[src/rtl/sdram_pkg.sv]
// rtl/sdram_pkg.sv - shared types and default widths for the SDRAM voice arbiter
package sdram_pkg;

  localparam int SDRAM_ADDR_W = 13;
  localparam int SDRAM_DATA_W = 16;

  typedef enum logic [1:0] {
    IDLE,
    REFRESH,
    ISSUE,
    WAIT_DATA
  } sdram_arb_state_t;

endpackage

[src/rtl/rr_picker.sv]
// rtl/rr_picker.sv - combinational round-robin picker: first request at or after ptr, wrapping
module rr_picker #(
  parameter int N     = 4,
  parameter int IDX_W = (N > 1) ? $clog2(N) : 1
) (
  input  logic [N-1:0]     req,
  input  logic [IDX_W-1:0] ptr,
  output logic [N-1:0]     gnt,
  output logic [IDX_W-1:0] idx,
  output logic             any
);

  logic [IDX_W-1:0] cand;

  // Walk offsets from farthest to nearest so the nearest requester is written last and wins.
  always_comb begin
    gnt  = '0;
    idx  = '0;
    cand = '0;
    any  = |req;
    for (int k = N - 1; k >= 0; k--) begin
      cand = IDX_W'((int'(ptr) + k) % N);
      if (req[cand]) begin
        idx = cand;
        gnt = {{(N-1){1'b0}}, 1'b1} << cand;
      end
    end
  end

endmodule

[src/rtl/sdram_voice_arbiter.sv]
// rtl/sdram_voice_arbiter.sv - round-robin SDRAM read arbiter for drum voices with refresh priority
// Optional read-data watchdog is enabled by defining SDRAM_ARB_WATCHDOG_EN.
module sdram_voice_arbiter
  import sdram_pkg::*;
#(
  parameter int NUM_VOICES       = 4,
  parameter int ADDR_W           = SDRAM_ADDR_W,
  parameter int DATA_W           = SDRAM_DATA_W,
  parameter int REFRESH_INTERVAL = 390,
  parameter int TIMEOUT          = 64
) (
  input  logic                         clk,
  input  logic                         reset,
  input  logic [NUM_VOICES-1:0]        voice_req,
  input  logic [NUM_VOICES*ADDR_W-1:0] voice_addr,
  output logic [NUM_VOICES-1:0]        voice_gnt,
  output logic [NUM_VOICES-1:0]        voice_valid,
  output logic [DATA_W-1:0]            voice_data,
  output logic                         mem_req,
  output logic                         mem_refresh,
  output logic [ADDR_W-1:0]            mem_addr,
  input  logic                         mem_ack,
  input  logic                         mem_rd_valid,
  input  logic [DATA_W-1:0]            mem_rd_data,
  output logic                         refresh_miss,
  output logic                         timeout_err
);

  localparam int IDX_W = $clog2(NUM_VOICES);
  localparam int RC_W  = $clog2(REFRESH_INTERVAL);
  localparam logic [RC_W-1:0] RC_LOAD = RC_W'(REFRESH_INTERVAL - 1);

  if (NUM_VOICES < 2 || NUM_VOICES > 8 || REFRESH_INTERVAL < 16 || TIMEOUT < 1) begin : g_param_check
    $error("sdram_voice_arbiter: parameter out of range");
  end

  sdram_arb_state_t        state;
  logic [IDX_W-1:0]        rr_ptr;
  logic [IDX_W-1:0]        owner;
  logic                    refresh_pending;
  logic [RC_W-1:0]         refresh_cnt;
  logic                    refresh_expire;
  logic                    refresh_clear;
  logic                    pick_any;
  logic [NUM_VOICES-1:0]   pick_gnt;
  logic [IDX_W-1:0]        pick_idx;
  logic [NUM_VOICES-1:0]   owner_onehot;

  assign refresh_expire = (refresh_cnt == '0);
  assign refresh_clear  = (state == REFRESH) && mem_ack;
  assign owner_onehot   = {{(NUM_VOICES-1){1'b0}}, 1'b1} << owner;

`ifdef SDRAM_ARB_WATCHDOG_EN
  localparam int WD_W = $clog2(TIMEOUT + 1);
  logic [WD_W-1:0] wd_cnt;
  logic            timeout_q;
  assign timeout_err = timeout_q;
`else
  assign timeout_err = 1'b0;
`endif

  rr_picker #(
    .N     (NUM_VOICES),
    .IDX_W (IDX_W)
  ) u_picker (
    .req (voice_req),
    .ptr (rr_ptr),
    .gnt (pick_gnt),
    .idx (pick_idx),
    .any (pick_any)
  );

  // A refresh that is acked on the same cycle the interval expires is immediately re-requested.
  always_ff @(posedge clk) begin
    if (reset) begin
      refresh_cnt     <= RC_LOAD;
      refresh_pending <= 1'b0;
      refresh_miss    <= 1'b0;
    end else if (refresh_expire) begin
      refresh_cnt     <= RC_LOAD;
      refresh_pending <= 1'b1;
      if (refresh_pending && !refresh_clear) begin
        refresh_miss <= 1'b1;
      end
    end else begin
      refresh_cnt <= refresh_cnt - RC_W'(1);
      if (refresh_clear) begin
        refresh_pending <= 1'b0;
      end
    end
  end

  always_ff @(posedge clk) begin
    if (reset) begin
      state       <= IDLE;
      rr_ptr      <= '0;
      owner       <= '0;
      voice_gnt   <= '0;
      voice_valid <= '0;
      voice_data  <= '0;
      mem_req     <= 1'b0;
      mem_refresh <= 1'b0;
      mem_addr    <= '0;
`ifdef SDRAM_ARB_WATCHDOG_EN
      wd_cnt      <= '0;
      timeout_q   <= 1'b0;
`endif
    end else begin
      voice_gnt   <= '0;
      voice_valid <= '0;
      unique case (state)
        IDLE: begin
          if (refresh_pending) begin
            state       <= REFRESH;
            mem_refresh <= 1'b1;
          end else if (pick_any) begin
            state     <= ISSUE;
            mem_req   <= 1'b1;
            voice_gnt <= pick_gnt;
            mem_addr  <= voice_addr[pick_idx*ADDR_W +: ADDR_W];
            owner     <= pick_idx;
            rr_ptr    <= (pick_idx == IDX_W'(NUM_VOICES - 1)) ? '0 : pick_idx + IDX_W'(1);
          end
        end
        REFRESH: begin
          if (mem_ack) begin
            state       <= IDLE;
            mem_refresh <= 1'b0;
          end
        end
        ISSUE: begin
          if (mem_ack) begin
            state   <= WAIT_DATA;
            mem_req <= 1'b0;
`ifdef SDRAM_ARB_WATCHDOG_EN
            wd_cnt  <= '0;
`endif
          end
        end
        WAIT_DATA: begin
          if (mem_rd_valid) begin
            state       <= IDLE;
            voice_data  <= mem_rd_data;
            voice_valid <= owner_onehot;
          end
`ifdef SDRAM_ARB_WATCHDOG_EN
          // Release the voice with a zero sample so one lost read cannot stall every voice.
          else if (wd_cnt == WD_W'(TIMEOUT - 1)) begin
            state       <= IDLE;
            timeout_q   <= 1'b1;
            voice_data  <= '0;
            voice_valid <= owner_onehot;
          end else begin
            wd_cnt <= wd_cnt + WD_W'(1);
          end
`endif
        end
        default: state <= IDLE;
      endcase
    end
  end

endmodule

[config.mk]
export PLATFORM = sky130hd
export DESIGN_NAME = sdram_voice_arbiter
export DESIGN_NICKNAME = d
export VERILOG_FILES = /design/src/rtl/sdram_pkg.sv /design/src/rtl/rr_picker.sv /design/src/rtl/sdram_voice_arbiter.sv
export SDC_FILE = /design/constraint.sdc
export NUM_CORES = 1
export LEC_CHECK = 0
export BUFFER_PORTS_ARGS = -buffer_cell sky130_fd_sc_hd__buf_2
export CAP_MARGIN = 20
export CORE_MARGIN = 3
export CORE_UTILIZATION = 49
export CTS_BUF_LIST = sky130_fd_sc_hd__clkbuf_16
export DETAILED_ROUTE_END_ITERATION = 7
export HOLD_SLACK_MARGIN = 0.02
export PLACE_DENSITY = 0.89
export RECOVER_POWER = 100
export SLEW_MARGIN = 10
export SYNTH_ARGS = -nofsm -noshare
export SYNTH_HDL_FRONTEND = slang
export SYNTH_SLANG_ARGS = --single-unit
[constraint.sdc]
create_clock -name clk -period 3.6 [get_ports clk]
set_input_delay 0.54 -clock clk [delete_from_list [all_inputs] [get_ports clk]]
set_output_delay 0.54 -clock clk [all_outputs]
set_load 0.02 [all_outputs]
* Word level (Yosys, flattened, before mapping)
Cells that the tools add are included.
** Word-level totals
- Register bits :: 56
- Bits in latches :: 0
- Bits in writable memories :: 0
- ROM bits :: 0
- Input bits :: 76
- Memories :: 0
** Cells by class
- $add $sub $neg :: 5
- $mul :: 1
- Div/mod/pow operators :: 0
- Order comparisons :: 4
- Eq/ne operators :: 11
- Shifts and indexed selects :: 6
- Mux-type cells :: 31
- Bitwise operators :: 5
- Reductions and logical operators :: 18
** Operators by type and width (count)
- variable part select 52 x 7 -> 13 bit :: 1
- 2-to-1 mux 2 bit :: 10
- << shifter 1 x 2 -> 4 bit, first input constant :: 5
- 2-to-1 mux 4 bit :: 4
- < comparator 2 x 3 -> 1 bit, second input constant :: 4
- inequality test 2 bit, second input constant :: 6
- 2-to-1 mux 1 bit :: 10
- logical NOT 9 bit :: 1
- subtractor 9 x 1 -> 9 bit, second input constant :: 1
- binary-select mux 1 bit (select 2 bit) :: 4
- case mux 2 bit (4 select lines) :: 1
- AND reduction 4 bit :: 2
- OR reduction 4 bit :: 2
- equality test 2 bit, second input constant :: 3
- multiplier 2 x 4 -> 6 bit, second input constant :: 1
- AND reduction 3 bit :: 2
- nonzero test 2 bit :: 3
- NOT 1 bit :: 5
- adder 2 x 1 -> 2 bit, second input constant :: 2
- adder 2 bit, second input constant :: 2
- case mux 1 bit (2 select lines) :: 2
- AND reduction 2 bit :: 2
- inequality test 3 bit, second input constant :: 1
- OR reduction 3 bit :: 1
- other kinds (5) :: 6

* Logic depth before layout (Yosys ltp)
Gate-level depths: netlist of the first run.
- Word-level depth :: 9
- Mapped depth :: 15

* Hierarchy
A second synthesis of the first run with hierarchy kept.
** Second synthesis, totals
- Cells, all modules :: 290
- Area total of the unflattened synthesis :: 2839.0 um^2
** By module, submodules not included
- sdram_voice_arbiter :: instances 1, cells an instance 228, area an instance 2341.0 um^2, sequential area each 1121.1 um^2
- rr_picker :: instances 1, cells an instance 62, area an instance 498.0 um^2, sequential area each 0.0 um^2

* Worst setup path before layout of the first run
Ideal clock, no wire load.
- Kind :: flip-flop to flip-flop
- Start :: register rr_ptr[0]
- End :: register rr_ptr[0]
- Library setup time :: 71 ps
- Arrival :: 3228 ps
- Required time :: 3529 ps
- Slack :: 302 ps
- Cell stages (with the launch flop) :: 16
- Path buffers :: 5
- Period minus slack after synthesis :: 3298 ps
- Cell sequence :: dfxtp_1 -> buf_6 -> buf_2 -> inv_1 -> clkbuf_1 -> ha_1 -> clkbuf_1 -> mux4_2 -> buf_2 -> o21ba_4 -> nor3_4 -> nor2_4 -> inv_1 -> ha_1 -> or3_1 -> a21oi_1
** On the way
- Cells in the longest elaborated chain, start to end :: 9
- Elaborated cells on any way between the ends :: 18
** Ends and longest elaborated chain
- from (decl) :: line sdram_voice_arbiter.sv:38 : logic [IDX_W-1:0] rr_ptr;
- from (signal assigned) :: line sdram_voice_arbiter.sv:122 : rr_ptr <= (pick_idx == IDX_W'(NUM_VOICES - 1)) ? '0 : pick_idx + IDX_W'(1);
- adder 2 bit :: line rr_picker.sv:22 : cand = IDX_W'((int'(ptr) + k) % N);
- binary-select mux 1 bit (select 2 bit) :: line rr_picker.sv:23 : if (req[cand]) begin
- 2-to-1 mux 1 bit (implied by the code) :: line rr_picker.sv:23
- 2-to-1 mux 2 bit (3 in series) :: line rr_picker.sv:23
- 2-to-1 mux 2 bit * :: line rr_picker.sv:23
- named net pick_idx[0] :: line sdram_voice_arbiter.sv:46 : logic [IDX_W-1:0] pick_idx;
- adder 2 x 1 -> 2 bit or equality test 2 bit (tied branches) :: line sdram_voice_arbiter.sv:122
- 2-to-1 mux 2 bit * :: line sdram_voice_arbiter.sv:122
The timed path passes the listed nets; every way through them passes the cells marked *. The select of a mux whose other input is x is not followed.
A chain may end at the register's enable or synchronous reset.

* Final worst setup path of the first run
- Start :: register rr_ptr[1]
- End :: register mem_addr[10]
** On the way
- Cells in the longest elaborated chain, start to end :: 9
- Elaborated cells on any way between the ends :: 17
** Ends and longest elaborated chain
- adder 2 bit :: line rr_picker.sv:22
- binary-select mux 1 bit (select 2 bit) :: line rr_picker.sv:23
- 2-to-1 mux 1 bit (implied by the code) :: line rr_picker.sv:23
- 2-to-1 mux 2 bit (3 in series) :: line rr_picker.sv:23
- 2-to-1 mux 2 bit * :: line rr_picker.sv:23
- multiplier 2 x 4 -> 6 bit * :: line sdram_voice_arbiter.sv:120 : mem_addr <= voice_addr[pick_idx*ADDR_W +: ADDR_W];
- variable part select 52 x 7 -> 13 bit * :: line sdram_voice_arbiter.sv:120
- to (signal assigned) :: line sdram_voice_arbiter.sv:120
- to (decl) :: line sdram_voice_arbiter.sv:21 : output logic [ADDR_W-1:0] mem_addr,
Every way passes the cells marked *; elsewhere a longest branch is shown, timed or not. The select of a mux whose other input is x is not followed.

==> results of run 1 <==
-- placed cells by master, fill, tap and decap left out, types with 8 or more instances in the layout --
cell type and count:
a211oi_1 10, mux2i_1 16, nand3_1 16, ha_1 10, a21oi_1 37, clkbuf_1 42, o211ai_1 12, dfxtp_1 56
inv_1 8, nor2_1 24, buf_2 74, nand2_1 79, or3_1 9, nand2b_1 10
-- metrics by stage --
step,setup slack [ns],utilization [%],cell area [sq um]
finish,0.3853,62.61,3729
global route,0.1957,62.61,3729
CTS,0.3988,63.51,3782
detailed placement,0.4406,60.69,3615
global placement,0.6231,60.69,3615
floorplan,0.3017,-,3035
-- flip-flops by register name, indices dropped and copies added (netlist names) --
register,flops
refresh_miss,1
voice_data,16
voice_gnt,4
voice_valid,4
mem_addr,13
refresh_pending,1
state,2
rr_ptr,2
owner,2
refresh_cnt,9
mem_req,1
mem_refresh,1
-- metal layers --
metal  vias to the layer above  part of all wire [%]  wire [um]  global-route usage, %
li1                       1500                     -          -                      -
met1                      1366                    42       3294                  25.20
met2                       124                    48       3744                  37.15
met3                         7                   9.2        719                  6.673
met4                         0                  0.75         59                  6.619
met5                         -                     0          0                      0
-- worst max-delay path by stage --
| stage | to | slack [ns] |
|---|---|---|
| after global routing | mem_addr[10] | 0.20 |
| final | mem_addr[10] | 0.39 |
| after CTS | mem_addr[10] | 0.40 |
| after floorplan | rr_ptr[0] | 0.30 |
| after global placement | mem_addr[6] | 0.62 |
| after detailed placement | mem_addr[10] | 0.44 |
-- kinds of logic after synthesis --
logic type | Yosys count
AOI/OAI and AO/OA | 86
xor gates and xnor gates | 5
adders and majority gates | 10
buffers and inverters | 31
DFF | 56
muxes | 22
other | 1
and+or+nand+nor | 157
-- worst max-delay path: stages (launching register included) --
cell,delay [ns]
dfxtp_1,0.56
inv_1,0.24
ha_1,0.46
mux4_2,0.46
nand2b_1,0.33
a21oi_2,0.39
nor2_4,0.05
buf_4,0.24
mux2i_1,0.15
a211oi_1,0.24
-- where the power goes --
group	total, mW	switching (mW)	internal, mW
combinational	0.939	0.567	0.372
clock	0.552	0.224	0.329
sequential	0.744	0.0519	0.692
total	2.23	0.842	1.39
-- final cells by class --
type,count,area [sq um]
clock buffer,5,125.1
clock inverter,3,42.54
fill,554,2227
inverter,7,26.28
multi-input combinational,281,1762
sequential,56,1121
tap,75,93.84
timing repair buffer,120,558.0
==> run summary, run 1 <==
Reg2reg setup slack - 0.39 ns
Post-synth top area share - 36.93%
Warnings from Yosys - 0
1st-iter DRT viols - 129
Largest family of logic cells by synthesized area - simple AND/OR/NAND/NOR gates
Tot Pwr - 2.235 mW
WHS - 0.4116 ns
Die height - 84.71 um
Minimum clock period - 3.215 ns
Routed Antenna Nets - 0
Total CTS buffers - 5
Worst skew pair latency - 0.29 ns
Mapped Cells - 368
Max_cap viols - 0
Ant diodes - 0
DRC Markers - 0
CTS Buffer Depth - 2
Hold path cells - 1
Cts hold-fix bufs - 0
Die footprint - 0.007175 sq mm
Fin. Hold Viols - 0
Hold wc startpoint - refresh_cnt[0]
Initial antenna violation count - 0
WL/cell - 14.29 um
Commonest cells in the netlist - 79 x nand2_1, 56 x dfxtp_1, 37 x a21oi_1
Critical Path Sink Type - flop
Max_slew headroom - 29.04%
Mapped cell area - 0.003035 sq mm
Via count - 2,997
First-pass GRT wire length - 12,660 um
Yosys cell types - 48
Compound-Gate Fraction of Synth Area - 19.46%
CTS H-Tree Depth - 2
Finished Layout Cells - 547
Layout cells sized above 1 - 20.55%
Syn Nets - 454
Mux cell area share after synthesis - 8.244%
GRT overflow - 0
Die width - 84.71 um
Clk_skew - 0.004437 ns
WP data required - 3.81 ns
Layout area overhead - 22.84%
TritonCTS clock tree - yes
XOR/XNOR Fraction of Synth Area - 1.443%
Sequential share of the synthesized area - 36.93%
GRT Util Overall - 21.41%
Core area - 0.005956 sq mm
Crit path from - rr_ptr[1]
Hold Path Class - reg -> reg
Fmax achieved - 311.1 MHz
#FFs+latches synth - 56
Async S/R FF share, synth - 0%
Worst r2r src - rr_ptr[1]
Worst EP arrival - 3.42 ns
Worst slew pin tran - 1.060 ns
Detailed-router iteration count before antenna repair - 4
Clock input transition at the sequential cells of the worst setup and hold paths - 0.07 ns
Hold EP - refresh_cnt[0]
Largest net degree at the start of global routing - 44
Main synth FF type - dfxtp_1
Power per cell area - 599.3 mW/mm^2
Final Max Tran Viols - 0
Number of global-route vias before repair - 2,820
Clk sink count - 56
Post-route clock period utilization - 89.30%
Vias per cell - 5.479
Leakage - 1.572 nW
Port Buffers - 115
RSZ-0062 raised after global routing - no
Synth Area in Simple Gates - 24.86%
Synth area leaders - dfxtp_1 37%, nand2_1 9.8%, a21oi_1 6.1%
FF-to-FF End - mem_addr[10]
Synth area leader - dfxtp_1
Maximum vdd drop - 0.3356 mV
WS Path Type - reg -> reg
Setup_tns - 0 ns
Reg2reg path depth - 9
Adder-cell share of the synthesized area - 4.122%
DRT Wirelength - 7816 um
Clock root buffer - clkbuf_16
Most numerous cell in the Yosys netlist - nand2_1
Hpwl dp - 5651 um
# rows - 28
Post-CTS setup buffers - 0
Placed instance count - 538
Post-synth EDFFs - 0
Status - complete, no violations
Setup violators final - 0
CP Launch Type - flop
Avg Inst Size Synth - 8.248 sq um
PostCTS Resize Cnt - 0
Fin nets - 557
Num ports - 117
Initial Utilization - 50.97%
Crit path max fanout - 19
RePlAce Congestion - 0.8885
(Power assumes the default switching activity.)
==> run 2, diff against run 1 <==
BUFFER_PORTS_ARGS = default   (was -buffer_cell sky130_fd_sc_hd__buf_2)
CORE_UTILIZATION = 55   (was 49)
DONT_BUFFER_PORTS = 1   (was default)
PLACE_DENSITY = 0.79   (was 0.89)
==> run 2 against run 1 <==
  * Clock skew increased by 0.0016 ns
  * Final area decreased by 14%
  * Global-route usage rose by 0.41 points
  * Non-clock buffer count is 116 lower
  * Final cell count shrank 22%
  * Clock power up 2%
  * Total power down 4.4%
  * Combinational power down 19%
  * Utilization is 1.5 points lower
  * Sequential power up 9.8%
==> run summary, run 2 (synthesis gave the netlist of run 1 again) <==
Status - complete, no violations
CP max stage cell - dfxtp_1
Max reg flops - 16 (unchanged)
Layout cells sized above 1 - 6.742% (-14 points)
GRT overflow - 0 (unchanged)
Fin. Hold Viols - 0 (unchanged)
Largest net degree at the start of global routing - 44 (unchanged)
Die height - 80.29 um (-5.2%)
Hold Path Class - in -> reg
Clock input transition at the sequential cells of the worst setup and hold paths - 0.07 ns (about the same)
DRC Markers - 0 (unchanged)
RePlAce Congestion - 0.8508 (-4.2%)
WHS - 0.3060 ns (-0.1056 ns)
TritonCTS clock tree - yes
Port Buffers - 0 (-100%)
Final Max Tran Viols - 0 (unchanged)
CP Launch Type - flop
Max_cap viols - 0 (unchanged)
Die footprint - 0.006446 sq mm (-10%)
Fin nets - 441 (-21%)
WS Path Type - reg -> reg
FF-to-FF End - mem_addr[3]
Number of global-route vias before repair - 2,374 (-16%)
Most common cell after layout, fill and taps aside - nand2_1
Die width - 80.29 um (-5.2%)
Total CTS buffers - 5 (unchanged)
Minimum clock period - 3.164 ns (-0.05071 ns)
Worst slew pin tran - 1.010 ns (-0.05089 ns)
CTS H-Tree Depth - 2 (unchanged)
Power per cell area - 668.2 mW/mm^2 (+11%)
WP data required - 3.80 ns (about the same)
Top reg by flops - voice_data
Via count - 2,550 (-15%)
Hold EP - voice_data[14]
Clk sink count - 56 (unchanged)
Routed Antenna Nets - 0 (unchanged)
Hold path cells - 1 (unchanged)
Setup_tns - 0 ns (unchanged)
Fmax achieved - 316.1 MHz (+1.6%)
Num ports - 117 (unchanged)
1st-iter DRT viols - 109 (-16%)
Reg2reg setup slack - 0.44 ns (+0.05 ns)
CTS Buffer Depth - 2 (unchanged)
DRT Wirelength - 7029 um (-10%)
Most frequent cells in the layout - 79 x nand2_1, 56 x dfxtp_1, 37 x a21oi_1
CP max stage delay - 0.54 ns (-0.02 ns)
Hpwl dp - 5232 um (-7.4%)
Setup violators final - 0 (unchanged)
Layout area overhead - 5.359%
Post-route clock period utilization - 87.89% (-1.4 points)
Cts hold-fix bufs - 0 (unchanged)
Critical Path Sink Type - flop
Reg2reg path depth - 9 (unchanged)
Worst EP arrival - 3.37 ns (-0.05 ns)
Maximum vdd drop - 0.4307 mV (+28%)
Crit path max fanout - 19 (unchanged)
Worst skew pair latency - 0.30 ns (about the same)
First-pass GRT wire length - 11,100 um (-12%)
# rows - 26 (-7.1%)
Leakage - 1.231 nW (-22%)
Max_slew headroom - 32.45% (+3.4 points)
Worst path cell trace - inv_1 > ha_1 > mux4_2 > nand2b_1 > a21oi_2 > nor2_4 > buf_4 > mux2i_1 > a211oi_1
Initial antenna violation count - 0 (unchanged)
Worst r2r src - rr_ptr[1]
Initial Utilization - 57.96% (+7.0 points)
PostCTS Resize Cnt - 0 (unchanged)
RSZ-0062 raised after global routing - no
Top Family by Delay on Critical Path - compound AO/OA/AOI/OAI gates
Clk_skew - 0.006029 ns (+0.001592 ns)
Post-CTS setup buffers - 0 (unchanged)
Buf+Inv Stages, Crit Path - 2 (unchanged)
Detailed-router iteration count before antenna repair - 5 (+1)
Hold wc startpoint - reset
Biggest regs - voice_data: 16 flops, mem_addr: 13 flops, refresh_cnt: 9 flops
Core area - 0.005238 sq mm (-12%)
Ant diodes - 0 (unchanged)
WL/cell - 16.50 um (+15%)
Vias per cell - 5.986 (+9.3%)
GRT Util Overall - 21.83% (+0.41 points)
Clock root buffer - clkbuf_16
## run 2: changes by cell type in the layout (fill, tap and decap cells not counted)
cell and delta:
buf_2 -74, clkbuf_1 -42, clkinv_2 +1, inv_1 -1
inv_6 -1, inv_8 +1
## run 2: layout make-up
class | instances | area [sq um]
flip-flops and latches | 56 | 1121
inverters | 7 | 26.28
clock buffers | 5 | 125.1
well taps | 70 | 87.58
multi-input cells | 281 | 1762
repair buffers | 4 | 30.03
fillers | 453 | 2039
clock inverters | 3 | 46.29
## run 2: where the power goes
| part | switching, mW | total (mW) | internal, mW |
|---|---|---|---|
| Combinational | 0.434 | 0.757 | 0.323 |
| Clock | 0.230 | 0.563 | 0.332 |
| Sequential | 0.125 | 0.817 | 0.692 |
| Total | 0.790 | 2.14 | 1.35 |
## run 2: worst max path at each step
stage,end,from,cells past startpoint
after CTS,mem_addr[3],rr_ptr[1],9
after floorplan,rr_ptr[0],rr_ptr[0],15
final,mem_addr[3],rr_ptr[1],9
after global placement,mem_addr[8],rr_ptr[1],9
after detailed placement,mem_addr[3],rr_ptr[1],9
after global routing,mem_addr[8],rr_ptr[1],9
## run 2: layer usage
layer | vias to the layer above | routed length, um | global-route usage [%]
met5 | - | 0 | 0
met4 | 0 | 180 | 8.615
met3 | 14 | 829 | 8.184
met2 | 125 | 3064 | 33.69
met1 | 1144 | 2955 | 27.44
li1 | 1267 | - | -
## run 2: through the flow
| stage | power (mW) | cell area (sq um) | setup WS, ns | instances | utilization [%] |
|---|---|---|---|---|---|
| 2_1_floorplan | 1.484 | 3035 | 0.3017 | 368 | - |
| 3_3_place_gp | 1.573 | 3033 | 0.6178 | 418 | 57.91 |
| 3_5_place_dp | 1.589 | 3033 | 0.4515 | 418 | 57.91 |
| 4_1_cts | 2.151 | 3204 | 0.4338 | 426 | 61.18 |
| 5_1_grt | 2.270 | 3198 | 0.1734 | 426 | 61.06 |
| 6_report | 2.137 | 3198 | 0.4360 | 426 | 61.06 |
